`src/rtl/strobe_sequencer.sv`:
```
// strobe_sequencer: frame timer with camera trigger, plus an edge-divided, delayed, one-per-frame strobe pulse.
// Optional macro STROBE_SEQ_DEBOUNCE_EN adds a DEB_LEN-cycle stability filter on the synchronized ext_in.
module strobe_sequencer #(
  parameter int unsigned CNT_W          = 32,
  parameter int unsigned DEFAULT_PERIOD = 800000,
  parameter int unsigned MIN_PERIOD     = 48000,
  parameter int unsigned CAM_PULSE      = 480,
  parameter int unsigned DEB_LEN        = 16
) (
  input  logic             clk,
  input  logic             reset,
  input  logic [CNT_W-1:0] period_in,
  input  logic             period_valid,
  input  logic             ext_in,
  input  logic [7:0]       divisor,
  input  logic [CNT_W-1:0] delay,
  input  logic [CNT_W-1:0] pulse_width,
  input  logic             enable,
  output logic             cam_trig,
  output logic             strobe,
  output logic             missed,
  output logic [1:0]       state
);

  typedef enum logic [1:0] {
    IDLE  = 2'd0,
    ARMED = 2'd1,
    DELAY = 2'd2,
    PULSE = 2'd3
  } state_t;

  localparam logic [CNT_W-1:0] ONE      = CNT_W'(1);
  localparam logic [CNT_W-1:0] DEF_P    = CNT_W'(DEFAULT_PERIOD);
  localparam logic [CNT_W-1:0] MIN_P    = CNT_W'(MIN_PERIOD);
  localparam logic [CNT_W-1:0] CAM_LAST = CNT_W'(CAM_PULSE - 1);
  localparam int unsigned      DEB_W    = $clog2(DEB_LEN + 1);
`ifdef STROBE_SEQ_DEBOUNCE_EN
  localparam bit DEB_EN = 1'b1;
`else
  localparam bit DEB_EN = 1'b0;
`endif

  state_t           st, st_n;
  logic [CNT_W-1:0] shadow, active, count;
  logic             frame_tick;
  logic             ext_s1, ext_s2, ext_lvl, lvl_d, edge_r;
  logic [DEB_W-1:0] deb_cnt;
  logic [7:0]       div_cnt, div_last;
  logic             div_edge;
  logic [CNT_W-1:0] cnt, cnt_n, pw_s, pw_s_n;
  logic             pending, pending_n, missed_n;

  assign state = st;

  // Frame timer: shadow period only moves into active at the wrap
  assign frame_tick = (count == active - ONE);

  always_ff @(posedge clk) begin
    if (reset) begin
      shadow   <= DEF_P;
      active   <= DEF_P;
      count    <= '0;
      cam_trig <= 1'b0;
    end else begin
      if (period_valid)
        shadow <= (period_in < MIN_P) ? MIN_P : period_in;
      if (frame_tick) begin
        count    <= '0;
        active   <= shadow;
        cam_trig <= 1'b1;
      end else begin
        count    <= count + ONE;
        cam_trig <= cam_trig && (count < CAM_LAST);
      end
    end
  end

  // Debounce counter is always present; it only feeds the edge path when enabled
  assign ext_lvl  = DEB_EN ? (deb_cnt == DEB_W'(DEB_LEN)) : ext_s2;
  assign div_last = (divisor == 8'd0) ? 8'd0 : divisor - 8'd1;
  assign div_edge = (st == ARMED) && edge_r && (div_cnt == div_last);

  always_ff @(posedge clk) begin
    if (reset) begin
      ext_s1  <= 1'b0;
      ext_s2  <= 1'b0;
      lvl_d   <= 1'b0;
      edge_r  <= 1'b0;
      deb_cnt <= '0;
      div_cnt <= '0;
    end else begin
      ext_s1 <= ext_in;
      ext_s2 <= ext_s1;
      lvl_d  <= ext_lvl;
      edge_r <= ext_lvl & ~lvl_d;
      if (!ext_s2)
        deb_cnt <= '0;
      else if (deb_cnt != DEB_W'(DEB_LEN))
        deb_cnt <= deb_cnt + DEB_W'(1);
      if (st != ARMED)
        div_cnt <= '0;
      else if (edge_r)
        div_cnt <= (div_cnt == div_last) ? 8'd0 : div_cnt + 8'd1;
    end
  end

  always_ff @(posedge clk) begin
    if (reset) begin
      st      <= IDLE;
      cnt     <= '0;
      pw_s    <= ONE;
      pending <= 1'b0;
      strobe  <= 1'b0;
      missed  <= 1'b0;
    end else begin
      st      <= st_n;
      cnt     <= cnt_n;
      pw_s    <= pw_s_n;
      pending <= pending_n;
      strobe  <= enable && (st == PULSE);
      missed  <= missed_n;
    end
  end

  always_comb begin
    st_n      = st;
    cnt_n     = cnt;
    pw_s_n    = pw_s;
    pending_n = pending;
    missed_n  = 1'b0;
    if (!enable) begin
      st_n      = IDLE;
      pending_n = 1'b0;
    end else begin
      case (st)
        IDLE:
          if (frame_tick) st_n = ARMED;
        ARMED:
          if (div_edge) begin
            // An edge coinciding with the frame tick wins; the tick becomes pending
            pw_s_n    = (pulse_width == '0) ? ONE : pulse_width;
            pending_n = frame_tick;
            if (delay == '0) begin
              st_n  = PULSE;
              cnt_n = pw_s_n;
            end else begin
              st_n  = DELAY;
              cnt_n = delay;
            end
          end else if (frame_tick) begin
            missed_n = 1'b1;
          end
        DELAY: begin
          if (frame_tick) pending_n = 1'b1;
          if (cnt <= ONE) begin
            st_n  = PULSE;
            cnt_n = pw_s;
          end else begin
            cnt_n = cnt - ONE;
          end
        end
        PULSE:
          if (cnt <= ONE) begin
            st_n      = (pending || frame_tick) ? ARMED : IDLE;
            pending_n = 1'b0;
          end else begin
            cnt_n = cnt - ONE;
            if (frame_tick) pending_n = 1'b1;
          end
        default:
          st_n = IDLE;
      endcase
    end
  end

endmodule
```
`config.mk`:
```
export PLATFORM = sky130hd
export DESIGN_NAME = strobe_sequencer
export DESIGN_NICKNAME = d
export VERILOG_FILES = /design/src/rtl/strobe_sequencer.sv
export SDC_FILE = /design/constraint.sdc
export NUM_CORES = 1
export LEC_CHECK = 0
export CORE_MARGIN = 2
export CORE_UTILIZATION = 61
export CTS_CLUSTER_SIZE = 28
export DETAILED_ROUTE_END_ITERATION = 10
export MAX_ROUTING_LAYER = met4
export PLACE_DENSITY = 0.92
export SLEW_MARGIN = 20
export SYNTH_ARGS = -nofsm -noshare
export SYNTH_HDL_FRONTEND = slang
export SYNTH_SLANG_ARGS = --single-unit
```
`constraint.sdc`:
```
create_clock -name clk -period 10 [get_ports clk]
set_input_delay 2 -clock clk [delete_from_list [all_inputs] [get_ports clk]]
set_output_delay 2 -clock clk [all_outputs]
set_load 0.005 [all_outputs]
```
# Word-level counts from Yosys, hierarchy flattened
# Cells that the tools add are included.
# word_totals
output_inout_bits	5
regBits	178
# classes
magnitude_cmp	3
eq_ne	11
reduce_logical	18
add_sub_neg	5
mux	22
n_bitwise	4
# op_table
op	count
2-to-1 mux 32 bit	6
case mux 32 bit (3 select lines)	1
zero test 32 bit	2
subtractor 32 x 1 -> 32 bit (second input constant)	2
adder 32 x 1 -> 32 bit (second input constant)	1
== test 32 bit	1
less-or-equal comparator 32 x 1 -> 1 bit (second input constant)	1
< comparator 32 x 16 -> 1 bit (second input constant)	1
< comparator 32 x 9 -> 1 bit (second input constant)	1
2-to-1 mux 8 bit	2
adder 8 x 1 -> 8 bit (second input constant)	1
== test 8 bit	1
zero test 8 bit	1
2-to-1 mux 2 bit	4
!= test 2 bit (second input constant)	4
case mux 2 bit (4 select lines)	1
AND reduction 4 bit	2
subtractor 8 x 1 -> 8 bit (second input constant)	1
2-to-1 mux 1 bit	7
OR reduction 2 bit	3
== test 2 bit (second input constant)	2
logical AND 1 bit	4
!= test 2 x 1 -> 1 bit (second input constant)	2
OR reduction 4 bit	1
other kinds (9)	11

# Longest topological paths before layout
# Gate-level depths: netlist of the first run.
# depth
ltp_word	6
depth_mapped	14

# Least setup slack after synthesis of the first run
# No wires, ideal clock.
# synth_timing
path_type	input port to flip-flop
from	input divisor[0]
to	register cnt[22]
arrival_ns	4.694
path_slack_ns	5.235
cell_stages	13
path_cell_list	inv_1 ha_1 or4b_1 clkbuf_1 nor4b_1 o21a_1 o2111ai_1 o31ai_2 nand2b_1 or2_1 buf_4 or3_1 a21oi_1
# synth_via
elab_chain_len	6
# synth_rtl
item	line	rtl
start, declared	15	input logic [7:0] divisor,
subtractor 8 x 1 -> 8 bit or zero test 8 bit (tied branches)	80	assign div_last = (divisor == 8'd0) ? 8'd0 : divisor - 8'd1;
2-to-1 mux 8 bit *	80	
== test 8 bit *	81	assign div_edge = (st == ARMED) && edge_r && (div_cnt == div_last);
logical AND 1 bit *	81	
!= test 2 bit (no source line) *	-	
AND reduction 4 bit (no source line) *	-	
end signal, assigned	117	cnt <= cnt_n;
end, declared	50	logic [CNT_W-1:0] cnt, cnt_n, pw_s, pw_s_n;
# Mark *: on every way between the ends. The rest lies on a longest branch, timed or not.
# A chain may end at the register's enable or synchronous reset.

# Worst setup path in the final report of the first run
# layout_timing
from	input divisor[0]
to	register cnt[28]
# The elaborated chain is that of the path after synthesis.

==> results of run 1 <==
-- synth_stat cells (all sizes together) (8+ instances only) --
| cell type | number | share of area |
|---|---|---|
| nor2 | 208 | 0.081 |
| nor2b | 12 | 0.0077 |
| xnor2 | 41 | 0.037 |
| clkbuf | 50 | 0.019 |
| a211o | 13 | 0.012 |
| xor2 | 52 | 0.047 |
| a22oi | 10 | 0.0077 |
| o21ai | 49 | 0.025 |
| mux2i | 75 | 0.077 |
| nand3 | 21 | 0.011 |
| nand2 | 71 | 0.027 |
| or3 | 9 | 0.0068 |
| inv | 24 | 0.0093 |
| nor3 | 39 | 0.021 |
| ha | 11 | 0.014 |
| a21o | 11 | 0.0085 |
| nand4 | 23 | 0.015 |
| nor4 | 48 | 0.032 |
| a211oi | 15 | 0.012 |
| nand2b | 10 | 0.0064 |
| a221o | 10 | 0.010 |
| a21oi | 58 | 0.030 |
| dfxtp | 178 | 0.37 |
| buf | 21 | 0.013 |
| a221oi | 8 | 0.0079 |
| and3 | 14 | 0.0090 |
-- layer usage --
layer  track usage  wire length, um
met1         0.402            11100
met2         0.543            12700
met3        0.0537             1740
met4         0.135              961
met5             -                0
-- worst max-delay path: stages --
cell and delay [ns]:
clkdlybuf4s50_1 0.47, inv_1 0.13, ha_1 0.22, or4b_1 0.56
nor4b_1 0.39, o21a_1 0.20, o2111ai_1 0.14, o31ai_2 0.32
nand2b_1 0.19, or2_1 0.59, or3_1 0.47, a21oi_1 0.12
-- cell type report --
cell class | instances | area, um^2 | share of cell area
sequential | 178 | 3560 | 0.311
clock inverter | 11 | 128 | 0.0111
tap | 216 | 270 | 0.0236
inverter | 24 | 90.1 | 0.00785
timing repair buffer | 123 | 1200 | 0.105
multi-input combinational | 907 | 5750 | 0.502
clock buffer | 21 | 460 | 0.0401
-- power breakdown --
group          switching [mW]  total, mW  internal [mW]
combinational          0.0525      0.112         0.0595
clock                   0.288      0.671          0.383
sequential            0.00640      0.725          0.718
-- how the worst max path moves through the flow --
stage / startpoint / end / depth (start not counted)
after global placement: divisor[0] / cnt[22] / 12
after CTS: divisor[0] / cnt[28] / 12
final: divisor[0] / cnt[28] / 12
after detailed placement: divisor[0] / cnt[28] / 12
after global routing: divisor[0] / cnt[28] / 12
after floorplan: divisor[0] / cnt[22] / 13
-- registers in the layout, summed over array words and instances (netlist names) --
register,count
shadow,32
cam_trig,1
edge_r,1
state,2
missed,1
cnt,32
active,32
count,32
lvl_d,1
strobe,1
pending,1
ext_lvl,1
ext_s1,1
div_cnt,8
pw_s,32
-- kinds of logic (layout without fill, tap and decap cells) --
kind of cell / count (synthesis) / after routing / share of synthesized area
mux: 79 / 79 / 0.0820
buf+inv: 95 / 179 / 0.0413
compound gates: 234 / 234 / 0.167
fa+ha+maj: 11 / 11 / 0.0142
xor+xnor: 93 / 93 / 0.0839
simple gates: 490 / 490 / 0.245
flops: 178 / 178 / 0.367
-- metrics by stage --
stage                     hold WS (ns)  power [mW]  instance area, um^2
after CTS                        0.386        1.51                11500
after detailed placement         0.376       0.850                10900
final                            0.385        1.51                11500
after floorplan                  0.367       0.783                 9700
after global placement           0.377       0.848                10900
after global routing             0.391        1.55                11500
==> key figures, run 1 <==
Yosys
  – Post-Syn Area per Cell: slightly above 8 um^2
  – FFs w/ async S/R, synth: 0
  – Mapped Area: 9700 um^2
  – Synth Flop Type: dfxtp_1
  – Post-Syn Nets: 1300
  – Synth Instances: 1180
  – Synth Register Bits: 178
  – Unique masters post-synth: 76
  – Register area share after synthesis: 0.367
  – Number of flops mapped to enable cells by yosys: 0
  – YS warnings: 0

Power
  – PD cells: 131 nW/um^2
  – Pleak: 4.65 nW
  – Peak VDD IR: about 130 uV

Critical path
  – Startpoint Class: input pin
  – CP Data Required Time: 10.36 ns
  – Crit path DAT: 5.81 ns
  – Worst R2R Path Depth: 11
  – Reg-to-reg endpoint: state[1]
  – Worst Setup Path Type: in -> reg
  – R2r setup slk: about 5.6 ns
  – Worst Path Max Fanout: 25
  – CP endpoint kind: register
  – Worst r2r src: active[0]

Clocking
  – Worst-Skew Late Latency: ~0.44 ns
  – PostCTS Resize Cnt: 0
  – Htree depth: 4
  – Cts hold-fix bufs: 0
  – CTS buffer count: 17
  – Postcts setup bufs: 0
  – CTS tree: yes
  – Max Root-Sink Buffers: 2
  – Clock Sinks: between 150 and 200
  – Clk slew on worst S/H paths: 0.06 ns
  – Root Driver: clkbuf_16

Layout
  – Ratio of cells with drive above 1 in the final layout: 0.0554
  – Final nets: 1371
  – Ant diodes: 0
  – Commonest non-fill, non-tap cell in the layout: nor2_1
  – Most frequent cells in the layout: 205 x nor2_1, 178 x dfxtp_1, 112 x clkdlybuf4s50_1
  – Fillers: 1121
  – Area Overhead vs Synth: 18.2%
  – Post-Layout Cell Count: 1480
  – Final Util: 0.730

Die
  – DIE HEIGHT: 130 um
  – Width of the chip: 130 um
  – # rows: 46
  – Initial Util: 0.618
  – # IOs: roughly 110
  – Core box area: approximately 16000 um^2
  – Die area: 16900 um^2

Detailed routing
  – Post-Route WL: 26500 um
  – Routed Antenna Nets: 0
  – Routed vias: 9290
  – Post-DR vias/cell: 6.28
  – Drt wl/cell: 17.9 um
  – DRC: 0
  – Initial DRC count: 1157
  – Router iterations before antenna repair: 8

Hold path
  – Hold endpoint: edge_r
  – Worst min path class: reg -> reg
  – Min-delay src: lvl_d
  – Hold Crit Depth: 1

Status
  – Status: completed

STA
  – RSZ-0062 raised after global routing: false
  – Sum Neg Setup Slack: 0 ns
  – Fin crit share: 0.546
  – Worst-Margin Slew: 1.01 ns
  – Final setup viols: 0
  – FMAX: roughly 180 MHz
  – Worst setup margin: about 4.5 ns
  – Final hold violations: 0
  – Slew Viols, Final: 0
  – Setup Skew: 0.00915 ns
  – Relative slew slack: 0.315
  – Final min period: 5.46 ns

Job
  – Reported max-cap violation count: 0

Place
  – Detailed-placement wirelength estimate: 18900 um
  – PortBufs: between 100 and 150
  – RD Place Congestion: 0.946
  – Dpl cells: 1448
  – Post-place setup slack: 4.17 ns

Global route
  – Vias in the first global route: 8831
  – Largest net degree at the start of global routing: 91
  – All-Layer GR Usage: 0.329
  – First-pass GRT wire length: roughly 43000 um
  – Grt total ovfl: 0
  – Initial antenna violation count: 0
No activity file was read; power rests on OpenSTA's default activity.
==> run 2: changes to the inputs <==
--- a/config.mk
+++ b/config.mk
@@ -6,11 +6,11 @@
 export NUM_CORES = 1
 export LEC_CHECK = 0
 export CORE_MARGIN = 2
-export CORE_UTILIZATION = 61
+export CORE_UTILIZATION = 51
 export CTS_CLUSTER_SIZE = 28
 export DETAILED_ROUTE_END_ITERATION = 10
 export MAX_ROUTING_LAYER = met4
-export PLACE_DENSITY = 0.92
+export PLACE_DENSITY = 0.83
 export SLEW_MARGIN = 20
 export SYNTH_ARGS = -nofsm -noshare
 export SYNTH_HDL_FRONTEND = slang
==> constraint.sdc (replaced) <==
create_clock -name clk -period 4.9 [get_ports clk]
set_input_delay 0.98 -clock clk [delete_from_list [all_inputs] [get_ports clk]]
set_output_delay 0.98 -clock clk [all_outputs]
set_load 0.005 [all_outputs]
==> key figures, run 2 (synthesis results as in run 1) <==
Status
  – Status: completed (unchanged)

Detailed routing
  – Max layer used: met4 (unchanged)
  – Initial DRC count: 1000 (was 1157)
  – Router iterations before antenna repair: 6 (was 8)
  – Post-DR vias/cell: 6.15 (was 6.28)
  – DRC: 0 (unchanged)
  – Routed vias: 9251 (was 9290)
  – Metal-1 WL: 11300 um (was 11100 um)
  – Drt wl/cell: 17.7 um (was 17.9 um)
  – Post-Route WL: 26700 um (was 26500 um)
  – WL met2: 12900 um (was 12700 um)
  – Routed Antenna Nets: 0 (unchanged)
  – Met3 WL post-DR: 1720 um (was 1740 um)

Layout
  – Fillers: 1564 (was 1121)
  – Multi-input gate area: 5760 um^2 (was 5750 um^2)
  – Final instance area: 11600 um^2 (was 11500 um^2)
  – Ant diodes: 0 (unchanged)
  – FF+latch area: 3560 um^2 (unchanged)
  – Commonest non-fill, non-tap cell in the layout: nor2_1 (unchanged)
  – Area Overhead vs Synth: 19.1% (was 18.2%)
  – Final nets: 1377 (was 1371)
  – Ratio of cells with drive above 1 in the final layout: 0.0614 (was 0.0554)
  – Most frequent cells in the layout: 205 x nor2_1, 178 x dfxtp_1, 112 x clkdlybuf4s50_1 (unchanged)

Die
  – DIE HEIGHT: 142 um (was 130 um)
  – Die area: 20100 um^2 (was 16900 um^2)
  – Width of the chip: 142 um (was 130 um)
  – Core box area: 18700 um^2 (was 15700 um^2)
  – Initial Util: 0.519 (was 0.618)
  – # IOs: 114 (unchanged)
  – # rows: 50 (was 46)

Critical path
  – Worst r2r src: active[0] (unchanged)
  – R2r setup slk: 0.61 ns (was 5.64 ns)
  – Crit path DAT: 4.60 ns (was 5.81 ns)
  – CP endpoint kind: register (unchanged)
  – Crit. Startpoint: active[0] (was divisor[0])
  – Worst Path Max Fanout: 32 (was 25)
  – Startpoint Class: register (was input pin)
  – Worst Setup Path Type: reg -> reg (was in -> reg)
  – CP Data Required Time: 5.21 ns (was 10.36 ns)

Place
  – RD Place Congestion: 0.932 (was 0.946)
  – Detailed-placement wirelength estimate: 19200 um (was 18900 um)
  – Area post-placement: 11000 um^2 (was 10900 um^2)
  – PortBufs: 113 (unchanged)

Clocking
  – Worst-Skew Late Latency: 0.44 ns (about the same)
  – Cts hold-fix bufs: 0 (unchanged)
  – Max Root-Sink Buffers: 2 (unchanged)
  – CTS buffer count: 17 (unchanged)
  – Clock Sinks: 178 (unchanged)
  – CTS tree: yes (unchanged)
  – Postcts setup bufs: 0 (unchanged)
  – Htree depth: 4 (unchanged)
  – Clk slew on worst S/H paths: 0.07 ns (was 0.06 ns)
  – PostCTS Resize Cnt: 0 (unchanged)
  – Root Driver: clkbuf_16 (unchanged)

STA
  – Final setup viols: 0 (unchanged)
  – Final min period: 4.29 ns
  – Relative slew slack: 0.260 (was 0.315)
  – RSZ-0062 raised after global routing: false (unchanged)
  – Slew Viols, Final: 0 (unchanged)
  – Sum Neg Setup Slack: 0 ns (unchanged)
  – Setup Skew: 0.00752 ns (was 0.00915 ns)
  – Worst-Margin Slew: 1.09 ns (was 1.01 ns)
  – Final hold violations: 0 (unchanged)
  – FMAX: around 230 MHz
  – Fin crit share: 0.875

Global route
  – Largest net degree at the start of global routing: 68 (was 91)
  – Vias in the first global route: 8998 (was 8831)
  – All-Layer GR Usage: 0.275 (was 0.329)
  – Grt total ovfl: 0 (unchanged)
  – First-pass GRT wire length: 43700 um (was 42900 um)
  – Initial antenna violation count: 0 (unchanged)

Hold path
  – Worst min path class: reg -> reg (unchanged)
  – Min-delay src: lvl_d (unchanged)

Power
  – Pleak: 4.69 nW (was 4.65 nW)
  – Total power: 3.09 mW (was 1.51 mW)
  – Peak VDD IR: 236 uV (was 131 uV)
  – PD cells: 267 nW/um^2 (was 131 nW/um^2)

Job
  – Reported max-cap violation count: 0 (unchanged)
## run 2: area by class of cell
cell class | instances | share of cell area
Multi-Input combinational cell | 907 | 0.498
Sequential cell | 178 | 0.308
Timing Repair Buffer | 129 | 0.109
Clock buffer | 18 | 0.0380
Tap cell | 234 | 0.0253
Clock inverter | 14 | 0.0130
Inverter | 24 | 0.00780
## run 2: worst max-delay path: stages (launching register included)
cell and delay (ns):
dfxtp_1 0.36, inv_1 0.08, ha_1 0.24, nor4b_1 0.90, nand3_1 0.33, nor4_1 0.30, mux2i_1 0.33, nand4_1 0.19
a2111oi_4 0.58, nand2_2 0.12, buf_4 0.24, nand2b_1 0.09, buf_4 0.31, nor2_1 0.09
## run 2: worst paths after layout
| check | endpoint | depth (start not counted) |
|---|---|---|
| setup / recovery | count[4] | 13 |
| hold / removal | edge_r | 1 |
| setup reg to reg | count[4] | 13 |
| hold reg to reg | edge_r | 1 |
## run 2: stage by stage
stage | util | hold WS (ns) | std cells | setup WS [ns]
after global placement | 0.586 | 0.375 | 1472 | 0.343
after global routing | 0.618 | 0.411 | 1504 | 0.319
after detailed placement | 0.586 | 0.382 | 1472 | 0.244
after CTS | 0.617 | 0.392 | 1504 | 0.677
final | 0.618 | 0.389 | 1504 | 0.612
after floorplan | - | 0.367 | 1180 | 1.16
## run 2: power breakdown
group	switching (mW)	total, mW	internal, mW
clock network	0.610	1.38	0.771
registers	0.0125	1.48	1.47
logic	0.106	0.229	0.122
## run 2: per-layer routing
layer / up-vias / GRT usage
met1: 4370 / 0.333
met2: 407 / 0.462
met3: 74 / 0.0437
met5: - / -
li1: 4400 / -
met4: 0 / 0.107
==> run 3: changes to the inputs <==
--- a/config.mk
+++ b/config.mk
@@ -6,11 +6,11 @@
 export NUM_CORES = 1
 export LEC_CHECK = 0
 export CORE_MARGIN = 2
-export CORE_UTILIZATION = 51
+export CORE_UTILIZATION = 61
 export CTS_CLUSTER_SIZE = 28
 export DETAILED_ROUTE_END_ITERATION = 10
 export MAX_ROUTING_LAYER = met4
-export PLACE_DENSITY = 0.83
+export PLACE_DENSITY = 0.92
 export SLEW_MARGIN = 20
 export SYNTH_ARGS = -nofsm -noshare
 export SYNTH_HDL_FRONTEND = slang
==> constraint.sdc (replaced) <==
create_clock -name clk -period 5.3 [get_ports clk]
set_input_delay 1.06 -clock clk [delete_from_list [all_inputs] [get_ports clk]]
set_output_delay 1.06 -clock clk [all_outputs]
set_load 0.005 [all_outputs]
==> key figures, run 3 (synthesis results as in run 1) <==
Clocking
  – Worst-Skew Late Latency: 0.44 ns (about the same)
  – CTS buffer count: 17 (unchanged)
  – Postcts setup bufs: 0 (unchanged)
  – Clk slew on worst S/H paths: 0.07 ns (about the same)
  – PostCTS Resize Cnt: 0 (unchanged)
  – Max Root-Sink Buffers: 2 (unchanged)
  – Clock Sinks: 178 (unchanged)
  – CTS tree: yes (unchanged)
  – Root Driver: clkbuf_16 (unchanged)
  – Htree depth: 4 (unchanged)
  – Cts hold-fix bufs: 0 (unchanged)

Die
  – # rows: 46 (was 50)
  – # IOs: 114 (unchanged)
  – DIE HEIGHT: 130 um (was 142 um)
  – Core box area: 15700 um^2 (was 18700 um^2)
  – Width of the chip: 130 um (was 142 um)
  – Die area: 16900 um^2 (was 20100 um^2)
  – Initial Util: 0.618 (was 0.519)

Layout
  – Ratio of cells with drive above 1 in the final layout: 0.0592 (was 0.0614)
  – Commonest non-fill, non-tap cell in the layout: nor2_1 (unchanged)
  – Ant diodes: 0 (unchanged)
  – Final nets: 1374 (was 1377)
  – Area Overhead vs Synth: 19.0% (was 19.1%)
  – Most frequent cells in the layout: 205 x nor2_1, 178 x dfxtp_1, 112 x clkdlybuf4s50_1 (unchanged)
  – Fillers: 1134 (was 1564)

Detailed routing
  – Routed Antenna Nets: 0 (unchanged)
  – Drt wl/cell: 18.0 um (was 17.7 um)
  – Post-Route WL: 26700 um (about the same)
  – Metal-1 WL: 11100 um (was 11300 um)
  – Met3 WL post-DR: 1960 um (was 1720 um)
  – Post-DR vias/cell: 6.33 (was 6.15)
  – WL met2: 12500 um (was 12900 um)
  – Router iterations before antenna repair: 6 (unchanged)
  – Max layer used: met4 (unchanged)
  – Routed vias: 9386 (was 9251)
  – Initial DRC count: 1133 (was 1000)
  – DRC: 0 (unchanged)

STA
  – Setup Skew: 0.00619 ns (was 0.00752 ns)
  – Final min period: around 4.5 ns
  – Final setup viols: 0 (unchanged)
  – Fin crit share: 0.846
  – FMAX: 223 MHz
  – Fin Hold WS: 0.387 ns (was 0.389 ns)
  – RSZ-0062 raised after global routing: false (unchanged)
  – Worst setup margin: 0.817 ns (was 0.612 ns)
  – Sum Neg Setup Slack: 0 ns (unchanged)
  – Relative slew slack: 0.370 (was 0.260)
  – Worst-Margin Slew: 0.945 ns (was 1.09 ns)
  – Slew Viols, Final: 0 (unchanged)
  – Final hold violations: 0 (unchanged)

Hold path
  – Hold Crit Depth: 1 (unchanged)
  – Min-delay src: lvl_d (unchanged)
  – Hold endpoint: edge_r (unchanged)
  – Worst min path class: reg -> reg (unchanged)

Critical path
  – Buf/Inv on CP: 3 (unchanged)
  – R2r setup slk: 0.99 ns (was 0.61 ns)
  – Reg-to-reg endpoint: cnt[22] (was count[4])
  – Crit path DAT: 4.78 ns (was 4.60 ns)
  – Crit path cell chain: clkdlybuf4s50_1, inv_1, ha_1, or4b_1, nor4b_1, o21a_1, o2111ai_1, o31ai_2, nand2b_1, or2_1, buf_4, nor3_1, nor3_1 (was inv_1, ha_1, nor4b_1, nand3_1, nor4_1, mux2i_1, nand4_1, a2111oi_4, nand2_2, buf_4, nand2b_1, buf_4, nor2_1)
  – Worst Setup Path Type: in -> reg (was reg -> reg)
  – CP endpoint kind: register (unchanged)
  – Max incr delay on CP: 0.56 ns (was 0.90 ns)
  – Startpoint Class: input pin (was register)
  – Crit-path leading delay family: simple AND/OR/NAND/NOR gates (unchanged)
  – Worst R2R Path Depth: 10 (was 13)
  – Top cell by count, worst path: nor3_1 (was buf_4)
  – CP max-delay cell: or4b_1 (was nor4b_1)
  – Worst Path Max Fanout: 20 (was 32)
  – CP Data Required Time: 5.60 ns (was 5.21 ns)
  – Worst r2r src: cnt[19] (was active[0])

Place
  – PortBufs: 113 (unchanged)
  – Post-place setup slack: 0.439 ns (was 0.244 ns)
  – Detailed-placement wirelength estimate: 19000 um (was 19200 um)
  – RD Place Congestion: 0.969 (was 0.932)

Global route
  – First-pass GRT wire length: 42800 um (was 43700 um)
  – Initial antenna violation count: 0 (unchanged)
  – All-Layer GR Usage: 0.328 (was 0.275)
  – Vias in the first global route: 8767 (was 8998)
  – Grt total ovfl: 0 (unchanged)
  – Largest net degree at the start of global routing: 78 (was 68)

Power
  – PD cells: 255 nW/um^2 (was 267 nW/um^2)
  – Pleak: 4.69 nW (about the same)
  – Peak VDD IR: 240 uV (was 236 uV)
  – Total power: 2.94 mW (was 3.09 mW)

Job
  – Reported max-cap violation count: 0 (unchanged)

Status
  – Status: completed (unchanged)
run 3: final cells by class:
cell class | instances | area, um^2 | area share
multi-input combinational | 907 | 5760 | 0.499
sequential | 178 | 3560 | 0.309
timing repair buffer | 126 | 1230 | 0.106
clock buffer | 18 | 439 | 0.0380
tap | 216 | 270 | 0.0234
clock inverter | 14 | 203 | 0.0175
inverter | 24 | 90.1 | 0.00780
run 3: how the worst max path moves through the flow:
stage / endpoint / from / cells after the start
floorplan: cnt[22] / divisor[0] / 13
global placement: cnt[23] / divisor[0] / 13
detailed placement: cnt[23] / divisor[0] / 13
CTS: active[22] / active[0] / 12
global route: cnt[23] / divisor[0] / 13
finish: cnt[23] / divisor[0] / 13
run 3: layer usage:
metal	track usage	vias to the layer above
li1	-	4409
met1	0.400	4367
met2	0.522	496
met3	0.0672	114
met4	0.153	0
met5	-	-
run 3: power breakdown:
group          internal (mW)  switching, mW
logic                  0.113         0.0996
clock network          0.808          0.552
registers               1.35         0.0121
total                   2.28          0.664
run 3: metrics by stage:
stage,instances,utilization,area (um^2)
2_1_floorplan,1180,-,9700
3_3_place_gp,1451,0.694,10900
3_5_place_dp,1451,0.694,10900
4_1_cts,1483,0.735,11500
5_1_grt,1483,0.735,11500
6_report,1483,0.735,11500
run 3: worst reg2reg max path, stage by stage (launching register included):
cell and delay, ns:
dfxtp_1 0.37, or3_4 0.42, or4_4 0.44, or3_4 0.36, or4_1 0.98, a21oi_2 0.68
buf_4 0.35, a21oi_1 0.07, a221o_1 0.28, o21ai_1 0.13, a21oi_1 0.09
